**config.mk**
```make
export PLATFORM = sky130hd
export DESIGN_NAME = sfifo_nf
export DESIGN_NICKNAME = d
export VERILOG_FILES = /design/src/rtl/sfifo_nf.sv
export SDC_FILE = /design/constraint.sdc
export NUM_CORES = 1
export LEC_CHECK = 0
export ABC_AREA = 1
export BUFFER_PORTS_ARGS = -buffer_cell sky130_fd_sc_hd__buf_2
export CAP_MARGIN = 25
export CORE_MARGIN = 2
export CORE_UTILIZATION = 35
export CTS_CLUSTER_DIAMETER = 30
export DETAILED_ROUTE_END_ITERATION = 6
export PLACE_DENSITY_LB_ADDON = 0.12
export SYNTH_ARGS = -nofsm -noshare
export SYNTH_HDL_FRONTEND = slang
export SYNTH_SLANG_ARGS = --single-unit
```
**constraint.sdc**
```tcl
create_clock -name clk -period 2.6 [get_ports clk]
set_clock_uncertainty 0.1 [all_clocks]
set_input_delay 0.13 -clock clk [delete_from_list [all_inputs] [get_ports clk]]
set_output_delay 0.13 -clock clk [all_outputs]
set_load 0.05 [all_outputs]
```
**src/rtl/sfifo_nf.sv**
```systemverilog
// sfifo_nf: DEPTH-entry flop-based synchronous FIFO with show-ahead output.
//   dout always shows the head entry and is meaningful only while empty==0.
//   The status flags, count and pointers are registered. Each flag is derived
//   from the post-edge occupancy.
// Ports:
//   clk, rst_n        clock; asynchronous active-low reset
//   din, wr           write data / write request
//   rd                pop the head entry
//   clr_err           synchronous clear of the sticky error flags
//   dout              head entry
//   full, empty       count == DEPTH / count == 0
//   almost_full       count >= AF_LEVEL
//   almost_empty      count <= AE_LEVEL
//   count             occupancy 0..DEPTH
//   overflow          sticky: a write was dropped
//   underflow         sticky: a read was ignored
module sfifo_nf #(
  parameter int WIDTH      = 16,
  parameter int DEPTH      = 4,
  parameter int DEPTH_BITS = 2,
  parameter int AF_LEVEL   = 3,
  parameter int AE_LEVEL   = 1
) (
  input  logic                  clk,
  input  logic                  rst_n,
  input  logic [WIDTH-1:0]      din,
  input  logic                  wr,
  input  logic                  rd,
  input  logic                  clr_err,
  output logic [WIDTH-1:0]      dout,
  output logic                  full,
  output logic                  empty,
  output logic                  almost_full,
  output logic                  almost_empty,
  output logic [DEPTH_BITS:0]   count,
  output logic                  overflow,
  output logic                  underflow
);

  localparam logic [DEPTH_BITS:0]   DEPTH_C = (DEPTH_BITS+1)'(DEPTH);
  localparam logic [DEPTH_BITS:0]   AF_C    = (DEPTH_BITS+1)'(AF_LEVEL);
  localparam logic [DEPTH_BITS:0]   AE_C    = (DEPTH_BITS+1)'(AE_LEVEL);
  localparam logic [DEPTH_BITS-1:0] PTR_MAX = DEPTH_BITS'(DEPTH-1);

  logic [WIDTH-1:0]      mem_q [DEPTH];
  logic [WIDTH-1:0]      mem_d [DEPTH];
  logic [DEPTH_BITS-1:0] wr_ptr_q, wr_ptr_d;
  logic [DEPTH_BITS-1:0] rd_ptr_q, rd_ptr_d;
  logic [DEPTH_BITS:0]   count_q, count_d;
  logic                  full_q, full_d;
  logic                  empty_q, empty_d;
  logic                  af_q, af_d;
  logic                  ae_q, ae_d;
  logic                  ovf_q, ovf_d;
  logic                  udf_q, udf_d;
  logic                  wr_ok, rd_ok;

  // A write into a full FIFO is legal only when the head pops in the same edge.
  // A read of an empty FIFO never pops, even alongside a write.
  assign wr_ok = wr & (~full_q | rd);
  assign rd_ok = rd & ~empty_q;

  always_comb begin
    mem_d    = mem_q;
    wr_ptr_d = wr_ptr_q;
    rd_ptr_d = rd_ptr_q;
    count_d  = count_q;

    if (wr_ok) begin
      mem_d[wr_ptr_q] = din;
      // Wrap explicitly so that non-power-of-two depths work.
      wr_ptr_d = (wr_ptr_q == PTR_MAX) ? '0 : wr_ptr_q + 1'b1;
    end
    if (rd_ok)
      rd_ptr_d = (rd_ptr_q == PTR_MAX) ? '0 : rd_ptr_q + 1'b1;

    case ({wr_ok, rd_ok})
      2'b10:   count_d = count_q + 1'b1;
      2'b01:   count_d = count_q - 1'b1;
      default: count_d = count_q;
    endcase

    full_d  = (count_d == DEPTH_C);
    empty_d = (count_d == '0);
    af_d    = (count_d >= AF_C);
    ae_d    = (count_d <= AE_C);

    // A new error in the same cycle as clr_err takes priority over the clear.
    ovf_d = (ovf_q & ~clr_err) | (wr & full_q & ~rd);
    udf_d = (udf_q & ~clr_err) | (rd & empty_q);
  end

  // Storage is not reset; contents are don't-care until written.
  always_ff @(posedge clk) begin
    mem_q <= mem_d;
  end

  always_ff @(posedge clk or negedge rst_n) begin
    if (!rst_n) begin
      wr_ptr_q <= '0;
      rd_ptr_q <= '0;
      count_q  <= '0;
      full_q   <= 1'b0;
      empty_q  <= 1'b1;
      af_q     <= 1'b0;
      ae_q     <= 1'b1;
      ovf_q    <= 1'b0;
      udf_q    <= 1'b0;
    end else begin
      wr_ptr_q <= wr_ptr_d;
      rd_ptr_q <= rd_ptr_d;
      count_q  <= count_d;
      full_q   <= full_d;
      empty_q  <= empty_d;
      af_q     <= af_d;
      ae_q     <= ae_d;
      ovf_q    <= ovf_d;
      udf_q    <= udf_d;
    end
  end

  assign dout         = mem_q[rd_ptr_q];
  assign full         = full_q;
  assign empty        = empty_q;
  assign almost_full  = af_q;
  assign almost_empty = ae_q;
  assign count        = count_q;
  assign overflow     = ovf_q;
  assign underflow    = udf_q;

endmodule

```
==> results.cfg <==
[pwr]
power.density_nw_per_um2 = 1300
leakage_nw = 1.54
peakVddDrop_mv = 0.500
p_total_mw = 5.15

[critical_path]
endpoint_kind = primary output
slowest_delay_ns = 0.64
crit_type = reg -> out
startpoint_type = flip-flop
critPathArrivalTime_ns = 1.94
cp_data_required_time_ns = 2.37
path_max_fanout = 17
critical_path.cell_chain = inv_4 -> o21ai_1 -> o22ai_1 -> buf_2
slowest_stage = dfrtp_1
crit_family = buffers and inverters
path_buf_inv = 2

[logic_synthesis]
ys_warn_count = 0
syn-num-nets = 253
avgSynthCellArea_um2 = 14.2
ys_ff_latch = 77
synth_top_area_share = 0.603
syn_inst = 225
synth_cell_type_count = 26
synth.cell_area_um2 = 3190
ys_seq_area_frac = 0.706
yosys.area.top_type = edfxtp_1
synth.area.top_cells = edfxtp_1 (60%), dfrtp_1 (8.6%), o21ai_2 (6.0%)

[worst_hold_path]
hold_class = in -> reg

[clock_tree]
insertion_delay_ns = 0.35
postCtsSetupRepairBufs = 0
cts_made_buffers = 9
cts_resized = 0
htreeDepth = 3
clk_path_buf_depth = 2
clock_sinks = 77
cts_tree = yes
cts-root-buf = clkbuf_8
clk_pin_slew_ns = 0.08

[timing]
hold_slack_ns = 0.0192
drv_slew = 0
rsz0062_at_grt = no
post-route-min-period_ns = 2.17
slew-limit-headroom = 0.520
fin_crit_sh = 0.835
worst_pin_slew_ns = 0.720
fin_tns_setup_ns = 0
hold_viol = 0
max_freq_ghz = 0.461
setup_viol = 0

[job]
drv_cap = 0

[global_route]
grt_usage = 0.130
grt_pass1_vias = 1860
antenna_found_initial = 0
grt_pass1_wl_mm = 9.64
grt_start_max_net_pins = 35
grt_overflow = 0

[final_layout]
drive_gt1_frac = 0.346
area_delta_synth_final_pct = 24.3
n_antenna_cell = 0
nNetsFinal = 329
fillers = 835

[placed_design]
hpwlAfterDp_mm = 3.78
gp_congestion = 0.711
port_buffers = 45

[die]
rows = 34
initial_core_util = 0.364
core_um2 = 8760
die_area_um2 = 9890
die_y_um = 99.4
die_w_um = 99.4
pin_count = 46

[status]
status = finished, final reports clean

[detailed_routing]
wire_per_inst_um = 14.5
drtIter0Drc = 33
dr_total_vias = 1909
ant_nets = 0
drc_errors = 0
via_per_inst = 4.61
drtPass1Iterations = 4
drt-total-wl_mm = 6.02
## cell type report
class,instances,area [um^2],share of cell area
inverter,17,66.3,0.0167
sequential,77,2250,0.568
clock buffer,10,128,0.0322
clock inverter,6,111,0.0281
multi-input combinational,123,788,0.199
tap,108,135,0.0341
timing repair buffer,73,485,0.122
## worst min-delay path: stages
cell and delay [ns]:
buf_2 0.09, inv_1 0.05, nand3_1 0.07, o21ai_0 0.08
## cells in the final DEF (no fill, tap or decap), types with 2 or more instances in the layout
cell type,count
ha_1,6
clkbuf_8,9
bufinv_16,3
a21oi_1,4
o22ai_1,6
o21ai_1,7
nand2_1,11
nand3_1,3
nor2_1,40
o21ai_2,22
dfstp_2,2
edfxtp_1,64
inv_1,15
buf_4,8
o21ai_0,8
dfrtp_1,11
dlygate4sd3_1,20
o22ai_2,10
buf_2,45
## per-layer routing
| layer | wire, um | share of wire | global-route usage | vias up |
|---|---|---|---|---|
| met2 | 2890 | 0.48 | 0.205 | 30 |
| met1 | 2820 | 0.47 | 0.170 | 909 |
| met3 | 184 | 0.031 | 0.0281 | 10 |
| met5 | 0 | 0 | 0 | - |
| met4 | 124 | 0.021 | 0.0632 | 0 |
| li1 | - | - | - | 960 |
## state kept, by name (all words and copies together) (netlist names)
name          count
full              1
count             3
overflow          1
underflow         1
almost_full       1
almost_empty      1
empty             1
rd_ptr_q          2
wr_ptr_q          2
mem_q            64
## worst paths after layout
| check | from | end | slack [ns] | depth (start not counted) |
|---|---|---|---|---|
| min in group asynchronous | rst_n | count[2] | 0.10 | 2 |
| max in group asynchronous | rst_n | empty | 2.02 | 2 |
| hold reg to reg | overflow | overflow | 0.43 | 2 |
| setup reg to reg | empty | full | 0.54 | 8 |
| setup / recovery | rd_ptr_q[1] | dout[5] | 0.43 | 4 |
| hold / removal | rd | overflow | 0.02 | 4 |
## cells in the mapped netlist
library cell	n
buf_8	1
xnor2_1	1
nor2_1	40
o21ai_2	22
nand4_1	1
dfrtp_1	11
o22ai_2	10
nand2_2	1
o22ai_1	6
o21ai_0	8
buf_2	1
xor2_1	1
buf_6	5
nor2_2	1
inv_4	1
inv_2	1
dfstp_2	2
inv_1	15
nand3_1	3
o21ai_1	7
buf_4	1
nand2_1	11
edfxtp_1	64
fa_1	1
a21oi_1	4
ha_1	6
## what timing repair did
| action | CTS | global route |
|---|---|---|
| hold endpoints to repair | 79 | 0 |
| endpoints found under the setup margin | 0 | 0 |
| hold buffers | 20 | 0 |
## where the power goes
| part | total, mW | switching [mW] | leakage, nW | internal [mW] |
|---|---|---|---|---|
| Combinational | 2.31 | 1.70 | 0.677 | 0.612 |
| Sequential | 1.76 | 0.138 | 0.743 | 1.62 |
| Clock | 1.08 | 0.440 | 0.116 | 0.638 |
| Total | 5.15 | 2.28 | 1.54 | 2.87 |
## cells by family (layout without fill, tap and decap cells)
logic type | after synthesis | after routing | share of synthesized area
and+or+nand+nor | 57 | 57 | 0.0706
xor gates and xnor gates | 2 | 2 | 0.00550
adders and majority gates | 7 | 7 | 0.0298
DFF | 77 | 77 | 0.706
buffers and inverters | 25 | 106 | 0.0471
AOI/OAI and AO/OA | 57 | 57 | 0.141
## stage by stage
step,worst slack [ns],cell area (um^2),cells,util
after CTS,0.366,3960,414,0.452
final,0.430,3960,414,0.452
after detailed placement,0.536,3520,378,0.402
after global routing,0.321,3960,414,0.452
after global placement,0.571,3520,378,0.402
after floorplan,0.451,3190,225,-
Note: power is estimated with default switching activity, not from simulation.
